$ cat src/rtl/sc_inst_encoder.sv
// Symbolic-to-binary MIPS instruction encoder feeding the IMEM write port during program load.
// Optional field legality checks are enabled by defining SC_ENC_FIELD_CHECK_EN.
module sc_inst_encoder #(
    parameter int ADDR_W = 6,
    parameter int DEPTH  = 64
) (
    input  logic              clock,
    input  logic              resetn,
    input  logic              restart,
    input  logic              in_valid,
    output logic              in_ready,
    input  logic [4:0]        mnem,
    input  logic [4:0]        rs,
    input  logic [4:0]        rt,
    input  logic [4:0]        rd,
    input  logic [15:0]       imm16,
    input  logic [25:0]       addr26,
    output logic              out_valid,
    input  logic              out_ready,
    output logic [31:0]       out_word,
    output logic [ADDR_W-1:0] out_addr,
    output logic [ADDR_W:0]   count,
    output logic              full,
    output logic              err
);

    localparam logic [ADDR_W-1:0] LAST_ADDR = ADDR_W'(DEPTH - 1);

    localparam logic [5:0] OP_RTYPE = 6'b000000;
    localparam logic [5:0] OP_ADDI  = 6'b001000;
    localparam logic [5:0] OP_ANDI  = 6'b001100;
    localparam logic [5:0] OP_ORI   = 6'b001101;
    localparam logic [5:0] OP_XORI  = 6'b001110;
    localparam logic [5:0] OP_LW    = 6'b100011;
    localparam logic [5:0] OP_SW    = 6'b101011;
    localparam logic [5:0] OP_BEQ   = 6'b000100;
    localparam logic [5:0] OP_BNE   = 6'b000101;
    localparam logic [5:0] OP_LUI   = 6'b001111;
    localparam logic [5:0] OP_J     = 6'b000010;
    localparam logic [5:0] OP_JAL   = 6'b000011;

    localparam logic [5:0] FN_ADD = 6'b100000;
    localparam logic [5:0] FN_SUB = 6'b100010;
    localparam logic [5:0] FN_AND = 6'b100100;
    localparam logic [5:0] FN_OR  = 6'b100101;
    localparam logic [5:0] FN_XOR = 6'b100110;
    localparam logic [5:0] FN_SLL = 6'b000000;
    localparam logic [5:0] FN_SRL = 6'b000010;
    localparam logic [5:0] FN_SRA = 6'b000011;
    localparam logic [5:0] FN_JR  = 6'b001000;

    function automatic logic [31:0] encode(
        input logic [4:0]  m,
        input logic [4:0]  f_rs,
        input logic [4:0]  f_rt,
        input logic [4:0]  f_rd,
        input logic [15:0] f_imm,
        input logic [25:0] f_addr
    );
        logic [31:0] w;
        case (m)
            5'd0:  w = {OP_RTYPE, f_rs, f_rt, f_rd, 5'd0, FN_ADD};
            5'd1:  w = {OP_RTYPE, f_rs, f_rt, f_rd, 5'd0, FN_SUB};
            5'd2:  w = {OP_RTYPE, f_rs, f_rt, f_rd, 5'd0, FN_AND};
            5'd3:  w = {OP_RTYPE, f_rs, f_rt, f_rd, 5'd0, FN_OR};
            5'd4:  w = {OP_RTYPE, f_rs, f_rt, f_rd, 5'd0, FN_XOR};
            5'd5:  w = {OP_RTYPE, 5'd0, f_rt, f_rd, f_imm[4:0], FN_SLL};
            5'd6:  w = {OP_RTYPE, 5'd0, f_rt, f_rd, f_imm[4:0], FN_SRL};
            5'd7:  w = {OP_RTYPE, 5'd0, f_rt, f_rd, f_imm[4:0], FN_SRA};
            5'd8:  w = {OP_RTYPE, f_rs, 15'd0, FN_JR};
            5'd9:  w = {OP_ADDI, f_rs, f_rt, f_imm};
            5'd10: w = {OP_ANDI, f_rs, f_rt, f_imm};
            5'd11: w = {OP_ORI,  f_rs, f_rt, f_imm};
            5'd12: w = {OP_XORI, f_rs, f_rt, f_imm};
            5'd13: w = {OP_LW,   f_rs, f_rt, f_imm};
            5'd14: w = {OP_SW,   f_rs, f_rt, f_imm};
            5'd15: w = {OP_BEQ,  f_rs, f_rt, f_imm};
            5'd16: w = {OP_BNE,  f_rs, f_rt, f_imm};
            5'd17: w = {OP_LUI,  5'd0, f_rt, f_imm};
            5'd18: w = {OP_J,   f_addr};
            5'd19: w = {OP_JAL, f_addr};
            default: w = 32'd0;
        endcase
        return w;
    endfunction

`ifdef SC_ENC_FIELD_CHECK_EN
    // Rejects unknown mnemonics plus field combinations that would encode a useless or truncated instruction.
    function automatic logic is_illegal(
        input logic [4:0]  m,
        input logic [4:0]  f_rt,
        input logic [4:0]  f_rd,
        input logic [15:0] f_imm
    );
        logic bad;
        bad = (m > 5'd19);
        if ((m >= 5'd5) && (m <= 5'd7) && (f_imm[15:5] != 11'd0)) bad = 1'b1;
        if ((m <= 5'd7) && (f_rd == 5'd0)) bad = 1'b1;
        if ((((m >= 5'd9) && (m <= 5'd13)) || (m == 5'd17)) && (f_rt == 5'd0)) bad = 1'b1;
        return bad;
    endfunction
`else
    function automatic logic is_illegal(input logic [4:0] m);
        return (m > 5'd19);
    endfunction
`endif

    logic [ADDR_W-1:0] wr_ptr_r;
    logic [ADDR_W-1:0] out_addr_r;
    logic [ADDR_W:0]   count_r;
    logic [31:0]       out_word_r;
    logic              out_valid_r;
    logic              full_r;
    logic              err_r;
    logic              in_ready_s;
    logic              accept_s;
    logic              illegal_s;
    logic [31:0]       word_s;

    // Handshake and encoding of the presented instruction.
    always_comb begin
        in_ready_s = resetn & ~restart & ~full_r & (~out_valid_r | out_ready);
        accept_s   = in_valid & in_ready_s;
        word_s     = encode(mnem, rs, rt, rd, imm16, addr26);
`ifdef SC_ENC_FIELD_CHECK_EN
        illegal_s  = is_illegal(mnem, rt, rd, imm16);
`else
        illegal_s  = is_illegal(mnem);
`endif
    end

    // Output register, write pointer, word count and status flags.
    always_ff @(posedge clock) begin
        if (!resetn) begin
            wr_ptr_r    <= '0;
            out_addr_r  <= '0;
            count_r     <= '0;
            out_word_r  <= 32'd0;
            out_valid_r <= 1'b0;
            full_r      <= 1'b0;
            err_r       <= 1'b0;
        end else if (restart) begin
            wr_ptr_r    <= '0;
            count_r     <= '0;
            out_valid_r <= 1'b0;
            full_r      <= 1'b0;
            err_r       <= 1'b0;
        end else begin
            err_r <= accept_s & illegal_s;
            if (accept_s && !illegal_s) begin
                // A new word replaces a word being handed off in the same cycle, so no bubble.
                out_word_r  <= word_s;
                out_addr_r  <= wr_ptr_r;
                out_valid_r <= 1'b1;
                wr_ptr_r    <= wr_ptr_r + ADDR_W'(1);
                count_r     <= count_r + (ADDR_W + 1)'(1);
                if (wr_ptr_r == LAST_ADDR) begin
                    full_r <= 1'b1;
                end
            end else if (out_ready) begin
                out_valid_r <= 1'b0;
            end
        end
    end

    assign in_ready  = in_ready_s;
    assign out_valid = out_valid_r;
    assign out_word  = out_word_r;
    assign out_addr  = out_addr_r;
    assign count     = count_r;
    assign full      = full_r;
    assign err       = err_r;

endmodule
$ cat config.mk
export PLATFORM = sky130hd
export DESIGN_NAME = sc_inst_encoder
export DESIGN_NICKNAME = d
export VERILOG_FILES = /design/src/rtl/sc_inst_encoder.sv
export SDC_FILE = /design/constraint.sdc
export NUM_CORES = 1
export LEC_CHECK = 0
export CAP_MARGIN = 20
export CORE_MARGIN = 5
export CORE_UTILIZATION = 25
export DETAILED_ROUTE_END_ITERATION = 16
export GPL_TIMING_DRIVEN = 0
export PLACE_DENSITY = 0.55
export SLEW_MARGIN = 20
export SYNTH_ARGS = -nofsm -noshare
export SYNTH_HDL_FRONTEND = slang
export SYNTH_SLANG_ARGS = --single-unit
$ cat constraint.sdc
create_clock -name clock -period 2.8 [get_ports clock]
set_input_delay 0.42 -clock clock [delete_from_list [all_inputs] [get_ports clock]]
set_output_delay 0.42 -clock clock [all_outputs]
set_load 0.1 [all_outputs]
# Word-level counts from Yosys, hierarchy flattened
# Index checks and enable logic that the tools add are counted.
# Widths: inputs -> output; s select.
# totals
output_inout_bits	49
regBits	54
elab_cells	50
input_bits	67
# op_classes
magnitude_cmp	1
n_mux	3
reduce_logical	7
n_eq_ne	20
bitwise	10
add_sub_neg	2
# ops
op	count
$pmux 32 s20	1
$eq 5x4->1 const B	8
$eq 5x3->1 const B	4
$eq 5x5->1 const B	4
$eq 5x2->1 const B	2
$add 7x1->7 const B	1
$add 6x1->6 const B	1
$eq 6x6->1 const B	1
$and 1x1->1	5
$eq 5x1->1 const B	1
$gt 5x5->1 const B	1
$logic_not 5->1	1
$not 1->1	4
$reduce_and 2->1	2
$mux 1	2
$reduce_bool 2->1	1
$reduce_or 2->1	1
$logic_and 1x1->1	1
$logic_not 1->1	1
$or 1x1->1	1

# Logic depth before layout (Yosys ltp)
# depth
ltp_word	7
mapped_depth	7
mapped_depth_nobuf	4

# Worst setup path after synthesis
# Ideal clock, no wire load.
# synth_path
kind	register to output
from	register out_valid_r, in the netlist out_valid
to	output port in_ready
setup_slack_ns	0.568
required_time_ns	2.380
path_stages_with_launch	3
n_path_buf	0
arrival_ns	1.812
path_cell_list	dfxtp_1 -> nand2b_1 -> and3_1
# synth_via
elab_chain_len	3
# synth_rtl
element	line_no	source
start: declaration	112	logic out_valid_r;
start signal: assignment	139	out_valid_r <= 1'b0;
start signal: assignment	145	out_valid_r <= 1'b0;
start signal: assignment	154	out_valid_r <= 1'b1;
$not 1->1	122	in_ready_s = resetn & ~restart & ~full_r & (~out_valid_r | out_ready);
$or 1x1->1	122	
$and 1x1->1	122	
end: declaration	11	output logic in_ready,
# No other way between the ends.

# Worst setup path after layout
# layout_path
from	input port resetn
to	output port in_ready
# layout_via
elab_chain_len	3
# layout_rtl
element	line_no	source
start: declaration	8	input logic resetn,
$and 1x1->1 (3 in a row)	122	
# No other way between the ends.

==> summary.txt <==
Critical path
  • R2R depth: 5
  • Worst reg2reg setup slack: 1120 ps
  • Critical R2R Launch: out_valid
  • Slowest stage cell, crit path: clkdlybuf4s50_1
  • Delay-heaviest family, CP: buffers and inverters
  • WS Path Type: input port to output pin
  • R2r endpoint: count[3]
  • Crit-path max FO: 7
  • Req. time, crit path: 2380 ps
  • Crit path launch: resetn
  • Worst EP arrival: 2230 ps
  • Max stage delay on crit path: 620 ps
  • Cell chain of the critical path: clkdlybuf4s50_1 > nor2b_1 > and3_1 > clkdlybuf4s15_2
  • WP buf/inv: 2
  • Crit. End Element: output pin
  • Startpoint Class: input port

Power and ir drop
  • Pint: 1.22 mW
  • Seq pwr share: 0.440
  • Pleak: 1.43 nW
  • PD cells: 448 nW/um^2
  • Total Power: 1.78 mW
  • Maximum vdd drop: 211 uV
  • Psw: 0.553 mW
  • Logic pwr share: 0.243
  • Clk pwr share: 0.317
  • Net Sw Frac: 0.311

Routing
  • Wire per inst: 16.2 microns
  • DRT iter0 DRCs: 139
  • ANT nets after route: 0
  • Post-Route WL: 9160 microns
  • Number of remaining DRC errors: 0
  • DR pass1 iterations: 4
  • Drt via density: 4.85
  • Vias: 2739

Global route
  • Met2 usage: 0.237
  • Routing usage on met1: 0.186
  • Initial antenna violation count: 0
  • Congestion Overflow GR: 0
  • GR Util All Layers: 0.147
  • Vias in the first global route: 2846
  • Met3 usage: 0.0513
  • GRT Max-Usage Layer: met2
  • Largest net degree at the start of global routing: 17
  • First-pass GRT wire length: 14900 microns

Placed design
  • Setup WS pre-CTS: -428 ps
  • Port buffer count: 113
  • Final HPWL DP: 7160 microns
  • GP Congestion: 0.865

Clock tree
  • Clock slew at reported path FFs: 90 ps
  • PostCTS Resize Cnt: 3
  • Worst-Skew Late Latency: 310 ps
  • Post-CTS Hold Buffers: 0
  • Clock tree root buffer cell: clkbuf_8
  • CTS buffer count: 5
  • Setup Fix Bufs, Post-CTS: 0
  • H-tree depth: 2
  • Clk buf depth: 2
  • # clock sinks: 53
  • CTS tree: built

Die
  • Starting Density: 0.258
  • Die area: 12300 sq um
  • # IOs: 116
  • Die height: 111 microns
  • Core area: 9860 sq um
  • Die W: 111 microns
  • Placement Rows: 36

Finish
  • Ant. Diodes: 0
  • Synth-to-Final Area Change: 55.7%
  • Share of cells above drive strength 1: 0.0741
  • Fin nets: 500

Yosys
  • Synth warn: 0
  • Post-synth EDFFs: 0
  • Net count after synthesis: 380
  • Post-synthesis sequential area ratio: 0.416
  • Post-Syn Area: 2550 sq um
  • Async S/R FF share, synth: 0
  • Yosys cell types: 49
  • Mean Syn Cell Area: 8.20 sq um
  • Ys flop type: dfxtp_1
  • Synthesized instance count: 311
  • Yosys reg bits: 53

STA
  • RSZ-0062 raised after global routing: false
  • Relative slew slack: 0.313
  • Hold Fails Final Rpt: 0
  • Post-layout min period: 2650 ps
  • Worst Skew: 11.5 ps
  • Finish-stage setup viols: 0
  • Slew Viols, Final: 0
  • Least-Margin Pin Slew: 1030 ps
  • Final worst-path setup slack: 148 ps
  • Achievable frequency: 377 MHz
  • Period utilization: 0.947

Worst hold path
  • Worst Hold Launch: mnem[2]
  • Hold Path Depth: 3
  • Tightest Hold Check Type: input port to flip-flop
  • Worst Hold Path EP: err

Outcome
  • Status: completed

Job
  • Max-Cap Viols: 0
==> layout by cell type (no fill, tap or decap), types with 3 or more instances in the layout <==
| master | instances |
|---|---|
| a31oi_1 | 4 |
| nor3_1 | 7 |
| clkdlybuf4s50_1 | 112 |
| dfxtp_1 | 53 |
| nand3_1 | 5 |
| inv_1 | 4 |
| clkbuf_2 | 4 |
| buf_2 | 9 |
| nor2_1 | 20 |
| o21ai_0 | 34 |
| nand2_1 | 34 |
| o22ai_1 | 3 |
| a32oi_1 | 5 |
| clkbuf_8 | 6 |
| clkbuf_1 | 8 |
| or3_1 | 4 |
| a21oi_1 | 41 |
| mux2i_1 | 3 |
| a221oi_1 | 17 |
| nand2b_1 | 9 |
| buf_4 | 3 |
| nor2b_1 | 6 |
| xnor2_1 | 4 |
==> cell usage after synthesis (all sizes together), types with 5 or more instances <==
| cell | count | area, sq um |
|---|---|---|
| nand2 | 34 | 128 |
| clkbuf | 12 | 50.1 |
| dfxtp | 53 | 1060 |
| nor2 | 20 | 75.1 |
| a21oi | 41 | 205 |
| a32oi | 5 | 43.8 |
| nor2b | 6 | 37.5 |
| o21ai | 35 | 186 |
| nand2b | 9 | 56.3 |
| nor3 | 7 | 35.0 |
| buf | 15 | 86.3 |
| nand3 | 5 | 25.0 |
| a221oi | 17 | 149 |
==> power by group through the flow <==
stage	clock network (mW)	logic, mW	registers, mW
floorplan	0	0.119	0.934
global placement	0	0.430	0.799
detailed placement	0	0.431	0.799
CTS	0.579	0.433	0.782
global route	0.606	0.455	0.785
finish	0.564	0.431	0.782
==> per-stage QoR <==
stage	cell area [sq um]	hold WS [ps]	utilization	std cells	TNS [ps]
floorplan	2550	453	-	311	0
global placement	3850	441	0.390	557	-462
detailed placement	3850	449	0.390	557	-428
CTS	3970	445	0.402	565	0
global route	3970	475	0.402	565	0
finish	3970	447	0.402	565	0
==> how the worst max path moves through the flow <==
stage               end  slack [ps]  depth (start not counted)
2_1_floorplan  in_ready         570                          2
3_3_place_gp   in_ready        -460                          4
3_5_place_dp   in_ready        -430                          4
4_1_cts        in_ready         140                          4
5_1_grt        in_ready          50                          4
6_report       in_ready         150                          4
==> sequential cells by signal (all words and copies together) (netlist names) <==
register,cells
wr_ptr_r,6
out_addr,6
full,1
count,7
out_word,31
out_valid,1
err,1
==> layer usage <==
layer	part of all wire	vias up
met5	0	-
met4	0.013	0
met3	0.073	9
met2	0.46	87
met1	0.46	1276
li1	-	1367
==> kinds of logic after synthesis <==
family | Yosys count | share of synthesized area
AO/OA/AOI/OAI | 116 | 0.285
XOR/XNOR | 5 | 0.0172
adder cells (fa/ha/maj) | 2 | 0.00982
buffers and inverters | 31 | 0.0594
flip-flops | 53 | 0.416
multiplexers | 3 | 0.0118
other | 1 | 0.00147
AND/OR/NAND/NOR | 100 | 0.199
==> tightest hold or removal path: stages <==
cell,delay (ps)
buf_6,120
o21ai_4,90
nor2_1,90
==> final cells by class <==
type                    instances  area (sq um)
fillers                      1033          5900
multi-input cells             227          1340
repair buffers                113          1130
flip-flops and latches         53          1060
well taps                     133           166
plain buffers                  27           136
clock buffers                   6          82.6
clock inverters                 2          37.5
inverters                       4          15.0
(Power assumes the default switching activity.)
